--- src/rtl/stream_mux_rr_pkg.sv ---
// stream_mux_pkg: shared types and helpers for the stream_mux_rr slice.
//   lock_state_t : packet-lock states (used when STREAM_MUX_PKT_LOCK_EN is defined)
//   rr_pick_t    : result of a round-robin search (found flag + channel index)
//   rr_pick()    : round-robin priority search over up to MAX_CH channels
package stream_mux_pkg;

  localparam int MAX_CH = 16;
  localparam int MAX_CH_W = 4;

  typedef enum logic {
    IDLE   = 1'b0,
    LOCKED = 1'b1
  } lock_state_t;

  typedef struct packed {
    logic                found;
    logic [MAX_CH_W-1:0] idx;
  } rr_pick_t;

  // First valid channel searching ptr+1, ptr+2, ... modulo n.
  // Iterates from the farthest candidate down so the nearest hit wins
  // without needing an early exit.
  function automatic rr_pick_t rr_pick(input logic [MAX_CH-1:0] valid,
                                       input logic [MAX_CH_W-1:0] ptr,
                                       input int unsigned n);
    rr_pick_t    r;
    int unsigned c;
    r = '0;
    for (int unsigned k = n; k >= 1; k--) begin
      c = (int'(ptr) + k) % n;
      if (valid[c]) begin
        r.found = 1'b1;
        r.idx   = c[MAX_CH_W-1:0];
      end
    end
    return r;
  endfunction

endpackage

--- src/rtl/stream_mux_rr_if.sv ---
// stream_mux_rr_if: handshake bundle between N_CH producers, the mux and one consumer.
//   in_valid/in_data/in_ready : producer side, channel i at in_data[i*DATA_W +: DATA_W]
//   out_valid/out_data/out_ch/out_ready : consumer side
//   in_last/out_last : present only when STREAM_MUX_PKT_LOCK_EN is defined
// Modports: slave = mux view, master = producer/consumer (testbench) view.
interface stream_mux_rr_if #(
  parameter int N_CH   = 4,
  parameter int DATA_W = 8
);
  localparam int CH_W = $clog2(N_CH);

  logic [N_CH-1:0]        in_valid;
  logic [N_CH*DATA_W-1:0] in_data;
  logic [N_CH-1:0]        in_ready;
  logic                   out_valid;
  logic [DATA_W-1:0]      out_data;
  logic [CH_W-1:0]        out_ch;
  logic                   out_ready;
`ifdef STREAM_MUX_PKT_LOCK_EN
  logic [N_CH-1:0]        in_last;
  logic                   out_last;
`endif

  modport slave (
    input  in_valid, in_data, out_ready,
    output in_ready, out_valid, out_data, out_ch
`ifdef STREAM_MUX_PKT_LOCK_EN
    , input in_last, output out_last
`endif
  );

  modport master (
    output in_valid, in_data, out_ready,
    input  in_ready, out_valid, out_data, out_ch
`ifdef STREAM_MUX_PKT_LOCK_EN
    , output in_last, input out_last
`endif
  );

endinterface

--- src/rtl/stream_mux_rr_arbiter.sv ---
// rr_arbiter: combinational round-robin priority search (N_CH <= 16).
//   valid : per-channel request vector
//   ptr   : last granted channel; search starts at ptr+1
//   found : at least one request present
//   idx   : granted channel (0 when found=0)
module rr_arbiter
  import stream_mux_pkg::*;
#(
  parameter  int N_CH = 4,
  localparam int CH_W = $clog2(N_CH)
) (
  input  logic [N_CH-1:0] valid,
  input  logic [CH_W-1:0] ptr,
  output logic            found,
  output logic [CH_W-1:0] idx
);

  rr_pick_t pick;

  always_comb begin
    pick  = rr_pick(MAX_CH'(valid), MAX_CH_W'(ptr), N_CH);
    found = pick.found;
    idx   = CH_W'(pick.idx);
  end

endmodule

--- src/rtl/stream_mux_rr.sv ---
// stream_mux_rr: N_CH-to-1 valid/ready stream mux with a registered output stage.
//   clk, rst_n : clock (rising edge), asynchronous active-low reset
//   mode       : 0 = fixed select via sel, 1 = round-robin over valid channels
//   sel        : channel picked in fixed mode (ignored if >= N_CH)
//   bus        : stream_mux_rr_if.slave (inputs, in_ready, registered outputs)
// Optional: STREAM_MUX_PKT_LOCK_EN adds in_last/out_last and holds the grant
// on one channel until the beat carrying in_last has transferred.
module stream_mux_rr
  import stream_mux_pkg::*;
#(
  parameter  int N_CH   = 4,
  parameter  int DATA_W = 8,
  localparam int CH_W   = $clog2(N_CH)
) (
  input  logic            clk,
  input  logic            rst_n,
  input  logic            mode,
  input  logic [CH_W-1:0] sel,
  stream_mux_rr_if.slave  bus
);

  // Valid vector widened to the full selector range so an out-of-range sel
  // reads a zero instead of indexing past the vector.
  localparam int SEL_SPAN = 1 << CH_W;

  logic [SEL_SPAN-1:0] valid_ext;
  logic [CH_W-1:0]     rr_ptr;
  logic                rr_found;
  logic [CH_W-1:0]     rr_idx;
  logic                fixed_hit;
  logic                found;
  logic [CH_W-1:0]     grant;
  logic                load;
  logic                xfer;
  logic                rr_upd;
  logic [DATA_W-1:0]   beat;

  logic                out_valid_q;
  logic [DATA_W-1:0]   out_data_q;
  logic [CH_W-1:0]     out_ch_q;

`ifdef STREAM_MUX_PKT_LOCK_EN
  logic [SEL_SPAN-1:0] last_ext;
  lock_state_t         lock_state;
  logic [CH_W-1:0]     lock_ch;
  logic                out_last_q;
  logic                beat_last;
`endif

  assign valid_ext = SEL_SPAN'(bus.in_valid);

  rr_arbiter #(.N_CH(N_CH)) u_arb (
    .valid (bus.in_valid),
    .ptr   (rr_ptr),
    .found (rr_found),
    .idx   (rr_idx)
  );

  always_comb begin
    fixed_hit = (32'(sel) < N_CH) && valid_ext[sel];
    if (mode) begin
      found = rr_found;
      grant = rr_idx;
    end else begin
      found = fixed_hit;
      grant = fixed_hit ? sel : '0;
    end
`ifdef STREAM_MUX_PKT_LOCK_EN
    if (lock_state == LOCKED) begin
      found = valid_ext[lock_ch];
      grant = lock_ch;
    end
`endif
  end

  assign load = !out_valid_q || bus.out_ready;
  assign xfer = found && load;
  assign beat = bus.in_data[int'(grant)*DATA_W +: DATA_W];

  assign bus.in_ready = {{(N_CH-1){1'b0}}, xfer} << grant;

`ifdef STREAM_MUX_PKT_LOCK_EN
  assign last_ext  = SEL_SPAN'(bus.in_last);
  assign beat_last = last_ext[grant];
  // Pointer only moves once a whole packet (or a single-beat one) is done,
  // so the channel after the finished packet gets the next turn.
  assign rr_upd    = mode && xfer && beat_last;
`else
  assign rr_upd    = mode && xfer;
`endif

  always_ff @(posedge clk or negedge rst_n) begin
    if (!rst_n) begin
      out_valid_q <= 1'b0;
      out_data_q  <= '0;
      out_ch_q    <= '0;
      rr_ptr      <= CH_W'(N_CH - 1);
    end else begin
      if (xfer) begin
        out_valid_q <= 1'b1;
        out_data_q  <= beat;
        out_ch_q    <= grant;
      end else if (bus.out_ready) begin
        out_valid_q <= 1'b0;
      end
      if (rr_upd) begin
        rr_ptr <= grant;
      end
    end
  end

`ifdef STREAM_MUX_PKT_LOCK_EN
  always_ff @(posedge clk or negedge rst_n) begin
    if (!rst_n) begin
      lock_state <= IDLE;
      lock_ch    <= '0;
      out_last_q <= 1'b0;
    end else begin
      if (xfer) begin
        out_last_q <= beat_last;
      end
      case (lock_state)
        IDLE: begin
          if (xfer && !beat_last) begin
            lock_state <= LOCKED;
            lock_ch    <= grant;
          end
        end
        LOCKED: begin
          if (xfer && beat_last) begin
            lock_state <= IDLE;
          end
        end
        default: lock_state <= IDLE;
      endcase
    end
  end

  assign bus.out_last = out_last_q;
`endif

  assign bus.out_valid = out_valid_q;
  assign bus.out_data  = out_data_q;
  assign bus.out_ch    = out_ch_q;

endmodule

--- src/flat_wrapper.sv ---
// flat-port wrapper written by rule: the top's interface ports become plain ports
module stream_mux_rr_flat import stream_mux_pkg::*;
#(
  parameter  int N_CH   = 4,
  parameter  int DATA_W = 8,
  localparam int CH_W   = $clog2(N_CH)
)
  (clk, rst_n, mode, sel, bus_in_valid, bus_in_data, bus_out_ready, bus_in_ready, bus_out_valid, bus_out_data, bus_out_ch);
  stream_mux_rr_if #(.N_CH(N_CH), .DATA_W(DATA_W)) bus_i ();
  input  logic clk;
  input  logic rst_n;
  input  logic mode;
  input  logic [CH_W-1:0] sel;
  input wire logic [$bits(bus_i.in_valid)-1:0] bus_in_valid;
  input wire logic [$bits(bus_i.in_data)-1:0] bus_in_data;
  input wire logic [$bits(bus_i.out_ready)-1:0] bus_out_ready;
  output wire logic [$bits(bus_i.in_ready)-1:0] bus_in_ready;
  output wire logic [$bits(bus_i.out_valid)-1:0] bus_out_valid;
  output wire logic [$bits(bus_i.out_data)-1:0] bus_out_data;
  output wire logic [$bits(bus_i.out_ch)-1:0] bus_out_ch;
  assign bus_i.in_valid = bus_in_valid;
  assign bus_i.in_data = bus_in_data;
  assign bus_i.out_ready = bus_out_ready;
  assign bus_in_ready = bus_i.in_ready;
  assign bus_out_valid = bus_i.out_valid;
  assign bus_out_data = bus_i.out_data;
  assign bus_out_ch = bus_i.out_ch;
  stream_mux_rr #(.N_CH(N_CH), .DATA_W(DATA_W)) u_core (.clk(clk), .rst_n(rst_n), .mode(mode), .sel(sel), .bus(bus_i));
endmodule
--- config.mk ---
export PLATFORM = sky130hd
export DESIGN_NAME = stream_mux_rr_flat
export DESIGN_NICKNAME = d
export VERILOG_FILES = /design/src/rtl/stream_mux_rr_pkg.sv /design/src/rtl/stream_mux_rr_if.sv /design/src/rtl/stream_mux_rr_arbiter.sv /design/src/rtl/stream_mux_rr.sv /design/src/flat_wrapper.sv
export SDC_FILE = /design/constraint.sdc
export NUM_CORES = 1
export LEC_CHECK = 0
export ABC_CLOCK_PERIOD_IN_PS = 2200
export BUFFER_PORTS_ARGS = -buffer_cell sky130_fd_sc_hd__buf_2
export CELL_PAD_IN_SITES_DETAIL_PLACEMENT = 1
export CELL_PAD_IN_SITES_GLOBAL_PLACEMENT = 2
export CORE_ASPECT_RATIO = 0.8
export CORE_MARGIN = 2
export CORE_UTILIZATION = 23
export CTS_BUF_LIST = sky130_fd_sc_hd__clkbuf_4 sky130_fd_sc_hd__clkbuf_8
export DETAILED_ROUTE_END_ITERATION = 10
export PLACE_DENSITY = 0.85
export SLEW_MARGIN = 40
export SYNTH_ARGS = -nofsm -noshare
export SYNTH_HDL_FRONTEND = slang
export SYNTH_SLANG_ARGS = --single-unit
--- constraint.sdc ---
create_clock -name clk -period 2.2 [get_ports clk]
set_input_delay 0.44 -clock clk [delete_from_list [all_inputs] [get_ports clk]]
set_output_delay 0.44 -clock clk [all_outputs]
set_load 0.05 [all_outputs]
==> metrics.txt <==
status finished with violations; failing checks setup timing; post-synth top area share 0.263; complex-gate fraction of the synthesized area 0.231; Leak Pwr 0.781 nW; fraction of layout cells with a size suffix above 1 0.637; nets 222; Antenna Cells 0; worst hold slack 0.0766 ns; Area Overhead vs Synth 60.4%; CP max FO 6; Int Power 0.000802 W; Initial Util 0.244; # clock sinks 13; Clock Power Share 0.156; final hold violations 0; RSZ-0062 raised after global routing true; post-route DRC violation count 0; ys async rst share 1.00; Slew HR 0.715; r2r setup slk 0.07 ns; first-pass iteration count of the detailed router 4; largest family of logic cells by synthesized area compound AO/OA/AOI/OAI gates; clk_lat worst skew 0.25 ns; Syn Nets 149; cell area after synthesis 0.00105 sq mm; Floorplan Core Area 0.00428 sq mm; fin util 0.392; Peak supply drop 428 uV; Final ANT Viol Nets 0; top cells by count, synth 14 x mux2i_1, 13 x nor2_1, 11 x dfrtp_1, 6 x a221oi_2; vias in the first global route 1,230; Via density 4.75; endpoints failing setup 4; Vias 1,121; global-route wire length before repair 5930 um; CTS tree done; Final period util 1.09; xor and xnor area share after synthesis 0; Combinational Power Share 0.591; Initial DRC Count 17; PD cells 885 mW/mm^2; RePlAce Congestion 0.813; CP Capture Type primary output; crit-path cells nand2_2 > o31ai_2 > a31oi_1 > a22o_2 > buf_6 > nor2_4 > buf_8; Clock H-tree levels 1; CTS Buf Count 3; I/O pins 57; Wirelength per Cell 15.6 um; Post-DP Area 0.00147 sq mm; EDFF count, synth 0; most frequently used flop master after synthesis dfrtp_1; Synth Area in Simple Gates 0.177; Flop pwr share 0.254; Synth area leader dfrtp_1; net switching power 0.000684 W; min setup slack post-route -0.194 ns; largest net degree at the start of global routing 14; HP Class primary input to async pin; post-synthesis mux area share 0.188; synth unique cells 37; DIE HEIGHT 64.3 um; Setup crit start kind flop; clock-pin slew on the worst setup and hold paths 0.06 ns; hpwl dp 2820 um; Post-CTS Hold Fix Bufs 0; placed insts 226; register bit total from synthesis 13; I/O Buffers 56; Post-Layout Inst Area 0.00168 sq mm; slew of the pin with the lowest slew margin 0.423 ns; max incr delay on CP 0.60 ns; DRT Wirelength 3680 um; Worst Skew 0.000787 ns; post-route insts no fill 236; MaxCap Viol Count 0; Cells after Synth 107; crit path kind flop to primary output; clock tree buffer depth 2; switching share of power 0.460; slowest stage cell, crit path dfstp_2; Critical Path RT 1.76 ns; initial antenna violation count 0; register area share after synthesis 0.313; Site Rows 21; Synth Area in Adders 0; total track usage 0.147; most frequent cell after synthesis mux2i_1; Syn Area/Cell 9.78 sq um; Worst EP arrival 1.95 ns; die area 0.00511 sq mm; total gr overflow 0; Warnings, synthesis 0; Root Buffer clkbuf_8; fmax 418 MHz; die width 79.4 um; Final min period 2.39 ns; Max Slew Vio Count 0; synth top area cells dfrtp_1 26%, mux2i_1 13%, a221oi_2 8.6%, buf_6 5.4%, mux2_2 5.4%
## layer usage
layer	GRT usage	wire length, um	share of wire
met2	0.268	2070	0.56
met3	0.0268	133	0.036
met5	0	0	0
met4	0.0431	10	0.0027
met1	0.174	1470	0.40
## cell type report
cell class                 instances  area (sq um)
inverter                           4          15.0
multi-input combinational         80           714
timing repair buffer              78           500
sequential                        13           328
fill                             515          2610
clock buffer                       4          48.8
tap                               57          71.3
## power groups by stage
stage | Clock, W | Combinational (W) | Sequential (W)
after floorplan | 0 | 0.000363 | 0.000569
final | 0.000231 | 0.000877 | 0.000377
after detailed placement | 0 | 0.000758 | 0.000380
after global placement | 0 | 0.000737 | 0.000374
after CTS | 0.000235 | 0.000837 | 0.000372
after global routing | 0.000253 | 0.000932 | 0.000386
## metrics by stage
stage / setup slack, ns / setup TNS [ns] / total power [W]
global route: -0.258 / -1.05 / 0.00157
detailed placement: -0.206 / -1.31 / 0.00114
floorplan: -0.0938 / -0.167 / 0.000932
finish: -0.194 / -0.634 / 0.00149
CTS: -0.139 / -0.517 / 0.00144
global placement: -0.164 / -0.805 / 0.00111
## worst max-delay path: cells and delay by family (launching register included)
| family | cells | cell delay [ns] |
|---|---|---|
| AOI/OAI and AO/OA | 3 | 0.63 |
| buffers and inverters | 2 | 0.29 |
| DFF | 1 | 0.60 |
| and+or+nand+nor | 2 | 0.18 |
## what timing repair did
item	CTS	global route
endpoints found under the hold margin	0	0
resized for setup	20	13
setup buffers	6	1
setup endpoints to repair	4	13
pin swaps	8	5
## final timing paths
kind / start / end / cells after the start
min in group clk: u_core.bus.out_ch[0]$_DFFE_PN0P_ / u_core.bus.out_ch[0]$_DFFE_PN0P_ / 2
setup reg to reg: u_core.rr_ptr[1]$_DFFE_PN1P_ / u_core.bus.out_data[6]$_DFFE_PN0P_ / 9
setup / recovery: u_core.rr_ptr[1]$_DFFE_PN1P_ / bus_in_ready[2] / 7
hold / removal: rst_n / u_core.bus.out_ch[0]$_DFFE_PN0P_ / 1
hold reg to reg: u_core.bus.out_ch[0]$_DFFE_PN0P_ / u_core.bus.out_ch[0]$_DFFE_PN0P_ / 2
max in group asynchronous: rst_n / u_core.rr_ptr[0]$_DFFE_PN1P_ / 1
## cell usage in the layout, fill, tap and decap left out, types with 2 or more instances in the layout
master    instances
a221oi_2          6
a31oi_1           3
buf_2            52
buf_4            17
buf_6             6
buf_8             3
clkbuf_8          3
dfrtp_1          11
dfstp_2           2
inv_1             4
mux2_2            4
mux2i_1          12
mux2i_2           2
nand2_1           2
nand2_2           2
nand2_4           2
nand2b_1          2
nand4_1           4
nor2_1           11
nor2_4            2
nor2b_1           2
nor2b_4           2
o21a_1            2
o221ai_2          2
## registers in the layout (all words and copies together), names as in the netlist
register / cells
u_core.rr_ptr: 2
u_core.bus.out_ch: 2
u_core.bus.out_data: 8
u_core.bus.out_valid: 1
## logic make-up after synthesis
group           count (synthesis)
flops                          13
simple gates                   36
compound gates                 25
buf+inv                        14
mux                            19
Note: power is estimated with default switching activity, not from simulation.
